**src/rtl/waveform_gen_arbiter.sv**
```systemverilog
// waveform_gen_arbiter
//   Shares one waveform_gen among NUM_REQ requesters. Requesters are picked
//   round-robin. Each granted burst runs a fixed sequence:
//   warm-up (enable only), drive (enable + sig_in for len cycles),
//   gap (enable only), then a one-cycle done pulse to the owner.
//
// Ports
//   clk         system clock, rising-edge active
//   rst_n       asynchronous active-low reset
//   req         per-requester level request
//   len         packed burst lengths, requester i at len[i*LEN_W +: LEN_W]
//   grant       one-hot owner of the generator, zero when idle
//   done        one-cycle completion pulse for the served requester
//   busy        high whenever a burst is in progress
//   gen_enable  drives waveform_gen.enable
//   gen_sig_in  drives waveform_gen.sig_in
module waveform_gen_arbiter #(
    parameter int NUM_REQ       = 4,
    parameter int LEN_W         = 4,
    parameter int WARMUP_CYCLES = 2,
    parameter int GAP_CYCLES    = 2
) (
    input  logic                     clk,
    input  logic                     rst_n,
    input  logic [NUM_REQ-1:0]       req,
    input  logic [NUM_REQ*LEN_W-1:0] len,
    output logic [NUM_REQ-1:0]       grant,
    output logic [NUM_REQ-1:0]       done,
    output logic                     busy,
    output logic                     gen_enable,
    output logic                     gen_sig_in
);

    localparam int IDX_W  = $clog2(NUM_REQ);
    localparam int PH_MAX = (WARMUP_CYCLES > GAP_CYCLES) ? WARMUP_CYCLES : GAP_CYCLES;
    localparam int PH_W   = $clog2(PH_MAX + 1);
    localparam int CNT_W  = ((LEN_W > PH_W) ? LEN_W : PH_W) + 1;

    localparam logic [2:0] ST_IDLE   = 3'd0;
    localparam logic [2:0] ST_WARMUP = 3'd1;
    localparam logic [2:0] ST_DRIVE  = 3'd2;
    localparam logic [2:0] ST_GAP    = 3'd3;
    localparam logic [2:0] ST_DONE   = 3'd4;

    localparam logic [CNT_W-1:0] CNT_ONE = CNT_W'(1);
    localparam logic [IDX_W-1:0] IDX_ONE = IDX_W'(1);
    localparam logic [IDX_W-1:0] IDX_LAST = IDX_W'(NUM_REQ - 1);

    logic [2:0]         state_reg, state_next;
    logic [CNT_W-1:0]   cnt_reg, cnt_next, cnt_inc;
    logic [LEN_W-1:0]   len_reg, len_next;
    logic [IDX_W-1:0]   owner_reg, owner_next;
    logic [IDX_W-1:0]   ptr_reg, ptr_next;
    logic [NUM_REQ-1:0] grant_next, done_next;
    logic               busy_next, enable_next, sig_next;

    logic [LEN_W-1:0]   len_arr [NUM_REQ];
    logic               win_found;
    logic [IDX_W-1:0]   win_idx;

    genvar gi;
    generate
        for (gi = 0; gi < NUM_REQ; gi++) begin : g_len
            assign len_arr[gi] = len[gi*LEN_W +: LEN_W];
        end
    endgenerate

    // Round-robin search: first requester at or after the pointer, wrapping.
    always_comb begin
        int idx;
        idx       = 0;
        win_found = 1'b0;
        win_idx   = '0;
        for (int k = 0; k < NUM_REQ; k++) begin
            idx = int'(ptr_reg) + k;
            if (idx >= NUM_REQ) begin
                idx = idx - NUM_REQ;
            end
            if (!win_found && req[idx]) begin
                win_found = 1'b1;
                win_idx   = IDX_W'(idx);
            end
        end
    end

    assign cnt_inc = cnt_reg + CNT_ONE;

    always_comb begin
        state_next = state_reg;
        cnt_next   = cnt_reg;
        len_next   = len_reg;
        owner_next = owner_reg;
        ptr_next   = ptr_reg;
        grant_next = grant;
        case (state_reg)
            ST_IDLE: begin
                if (win_found) begin
                    state_next = ST_WARMUP;
                    cnt_next   = '0;
                    len_next   = len_arr[win_idx];
                    owner_next = win_idx;
                    grant_next = NUM_REQ'(1) << win_idx;
                end
            end
            ST_WARMUP: begin
                if (cnt_inc == CNT_W'(WARMUP_CYCLES)) begin
                    cnt_next   = '0;
                    // A zero-length burst skips DRIVE entirely.
                    state_next = (len_reg != '0) ? ST_DRIVE : ST_GAP;
                end else begin
                    cnt_next = cnt_inc;
                end
            end
            ST_DRIVE: begin
                if (cnt_inc == CNT_W'(len_reg)) begin
                    cnt_next   = '0;
                    state_next = ST_GAP;
                end else begin
                    cnt_next = cnt_inc;
                end
            end
            ST_GAP: begin
                if (cnt_inc == CNT_W'(GAP_CYCLES)) begin
                    cnt_next   = '0;
                    state_next = ST_DONE;
                end else begin
                    cnt_next = cnt_inc;
                end
            end
            ST_DONE: begin
                state_next = ST_IDLE;
                grant_next = '0;
                ptr_next   = (owner_reg == IDX_LAST) ? '0 : owner_reg + IDX_ONE;
            end
            default: begin
                state_next = ST_IDLE;
                grant_next = '0;
            end
        endcase
    end

    // Outputs are decoded from the next state and registered, so each output
    // reflects the state being entered on the same edge.
    always_comb begin
        busy_next   = (state_next != ST_IDLE);
        enable_next = (state_next == ST_WARMUP) || (state_next == ST_DRIVE) ||
                      (state_next == ST_GAP);
        sig_next    = (state_next == ST_DRIVE);
        done_next   = (state_next == ST_DONE) ? grant_next : '0;
    end

    always_ff @(posedge clk or negedge rst_n) begin
        if (!rst_n) begin
            state_reg  <= ST_IDLE;
            cnt_reg    <= '0;
            len_reg    <= '0;
            owner_reg  <= '0;
            ptr_reg    <= '0;
            grant      <= '0;
            done       <= '0;
            busy       <= 1'b0;
            gen_enable <= 1'b0;
            gen_sig_in <= 1'b0;
        end else begin
            state_reg  <= state_next;
            cnt_reg    <= cnt_next;
            len_reg    <= len_next;
            owner_reg  <= owner_next;
            ptr_reg    <= ptr_next;
            grant      <= grant_next;
            done       <= done_next;
            busy       <= busy_next;
            gen_enable <= enable_next;
            gen_sig_in <= sig_next;
        end
    end

endmodule

```
**config.mk**
```make
export PLATFORM = sky130hd
export DESIGN_NAME = waveform_gen_arbiter
export DESIGN_NICKNAME = d
export VERILOG_FILES = /design/src/rtl/waveform_gen_arbiter.sv
export SDC_FILE = /design/constraint.sdc
export NUM_CORES = 1
export LEC_CHECK = 0
export BUFFER_PORTS_ARGS = -buffer_cell sky130_fd_sc_hd__clkbuf_2
export CORE_MARGIN = 8
export CORE_UTILIZATION = 38
export CTS_CLUSTER_DIAMETER = 50
export DETAILED_ROUTE_END_ITERATION = 12
export GPL_TIMING_DRIVEN = 0
export REMOVE_ABC_BUFFERS = 1
export SYNTH_ARGS = -nofsm -noshare
export SYNTH_HDL_FRONTEND = slang
export SYNTH_SLANG_ARGS = --single-unit
```
**constraint.sdc**
```tcl
create_clock -name clk -period 2.5 [get_ports clk]
set_input_delay 0.25 -clock clk [delete_from_list [all_inputs] [get_ports clk]]
set_output_delay 0.25 -clock clk [all_outputs]
set_load 0.005 [all_outputs]
```
==> qor.txt <==
outcome: finished with violations
failing checks: negative hold slack
max cap viols: 0
Placed Area: 0.001742 mm^2
Syn Inst Count: 153
Die Span Y: 79.82 um
RSZ-0062 raised after global routing: false
Crit Path Category: reg2reg
Least-Margin Pin Slew: 0.9215 ns
Synth-to-Final Area Change: 15.68%
CTS Root Cell: clkbuf_8
Primary FF master, synth: dfrtp_1
CTS H-tree depth: 1
IO Count: 33
Pleak: 0.0008318 uW
dpl hpwl: 2703 um
first-pass GRT wire length: 5920 um
Worst-path clk slew: 0.10 ns
yosys warns: 0
Port Buffers: 32
Remaining DRCs: 0
Hold-fix buffers, CTS: 0
die width: 79.82 um
initial antenna violation count: 0
CTS tree: yes
area of the core: 0.003971 mm^2
max-slew violations: 0
FF-to-FF setup slack: 0.50 ns
Layout Nets: 208
Final min period: 2.000 ns
vias per cell: 5.435
mux cell area share after synthesis: 7.195%
adder-cell share of the synthesized area: 2.425%
max FFs per register: 5
Num CTS Buffers: 3
hold_ws: -0.002028 ns
mapped cell area: 0.001548 mm^2
Routed Antenna Nets: 0
fraction of layout cells with a size suffix above 1: 28.57%
Startpoint Class: flip-flop
largest net degree at the start of global routing: 28
worst path arrival time: 2.20 ns
vias in the first global route: 1311
XOR/XNOR Fraction of Synth Area: 5.335%
VDD IR max: 0.3937 mV
complex-gate fraction of the synthesized area: 17.06%
Setup TNS: 0 ns
Post-Syn Area per Cell: 10.12 um^2
Netlist cell types: 46
CTS-repair resized insts: 0
endpoints failing setup: 0
Via Count: 1261
ys async rst share: 100.0%
sequential-to-total area share from yosys stat: 43.65%
Post-CTS Setup Bufs: 0
register bit total from synthesis: 27
Synth Area in Simple Gates: 21.02%
Req. time, crit path: 2.70 ns
commonest cells after routing, fill and taps aside: clkbuf_2 (32), dfrtp_1 (27), nand2_1 (23)
GRT overflow: 0
critical path peak fanout: 7
post-route cell area: 0.001790 mm^2
Post-synth EDFFs: 0
Final Util: 45.09%
Final Cycle Share: 80.01%
Placer Congestion: 0.7795
Fmax: 499.9 MHz
element type at the critical path end: flip-flop
Final Hold Viols: 7
Max clock buf depth: 2
Die ar.: 0.006371 mm^2
Ant. Diodes: 0
first-pass detailed-route iteration total: 5
worst skew pair latency: 0.27 ns
Row Count: 23
main combinational cell family by area after synthesis: simple AND/OR/NAND/NOR gates
Detailed Route Iter0 Violations: 31
Initial Util: 38.97%
Clock Sinks: 27
GRT Total Usage: 11.37%
wire per inst: 15.03 um
Slew HR: 37.90%
clock skew: 0.007388 ns
leading cell type in the layout, fill and taps excluded: clkbuf_2
WL final: 3488 um
pwr dens: 1113 mW/mm^2
Hold WC Path Type: in2async
## where the power goes
part | switching [uW] | internal [uW]
combinational | 483 | 459
sequential | 203 | 593
clock | 142 | 113
total | 828 | 1170
## worst paths after layout
kind / end / cells after the start / start
worst max-delay path: done[3] / 6 / cnt_reg[0]
worst min-delay path: cnt_reg[0] / 1 / rst_n
worst max register to register: done[3] / 6 / cnt_reg[0]
worst min register to register: owner_reg[1] / 2 / owner_reg[1]
max in group asynchronous: grant[2] / 1 / rst_n
min in group clk: len_reg[1] / 3 / len[9]
## critical path, stage by stage (launching register included)
cell      delay [ns]
dfrtp_1         0.47
ha_1            0.31
nor3_1          0.21
a31o_2          0.15
nand4_2         0.17
or3_4           0.41
a211oi_2        0.20
## routing by layer
layer	wire length [um]	global-route usage (%)	up-vias
met5	0	0	-
met4	57	3.818	0
met3	207	2.590	6
met2	1794	19.64	27
met1	1428	13.50	612
li1	-	-	616
## synthesized netlist by cell type, types with 2 or more instances
master | n | share of area, %
xnor2_1 | 4 | 2.3
nand2_1 | 23 | 5.6
o221ai_1 | 4 | 2.3
a221o_1 | 2 | 1.3
mux2i_1 | 10 | 6.5
nand3_1 | 4 | 1.3
a211oi_2 | 2 | 1.6
or3_4 | 2 | 1.5
nor2_1 | 9 | 2.2
inv_1 | 4 | 0.97
o31ai_1 | 3 | 1.5
nor4_1 | 2 | 0.81
nor2_4 | 2 | 1.5
ha_1 | 3 | 2.4
a21oi_1 | 10 | 3.2
buf_2 | 2 | 0.65
nand2b_1 | 5 | 2.0
clkbuf_1 | 4 | 0.97
nor3_1 | 5 | 1.6
dfrtp_1 | 27 | 44
## kinds of logic after synthesis
| logic type | count (synthesis) |
|---|---|
| compound gates | 34 |
| xor+xnor | 7 |
| fa+ha+maj | 3 |
| buf+inv | 11 |
| flops | 27 |
| mux | 11 |
| simple gates | 60 |
## per-stage QoR
step | std cells | setup WS [ns] | hold slack, ns | total power, uW
after floorplan | 146 | 0.6831 | -0.04559 | 1489
after global placement | 228 | 0.03948 | 0.3119 | 1704
after detailed placement | 228 | 0.5161 | 0.3280 | 1753
after CTS | 232 | 0.4919 | 0.01909 | 2012
after global routing | 232 | 0.3483 | 0.02911 | 2169
final | 232 | 0.4997 | -0.002028 | 1993
## final cells by class
class                           count  area [um^2]
Clock buffer                        3        41.29
Clock inverter                      1        7.507
Fill cell                         388         2181
Inverter                            4        15.01
Multi-Input combinational cell    115        828.3
Sequential cell                    27        675.6
Tap cell                           50        62.56
Timing Repair Buffer               32        160.2
No activity file was read; power rests on OpenSTA's default activity.
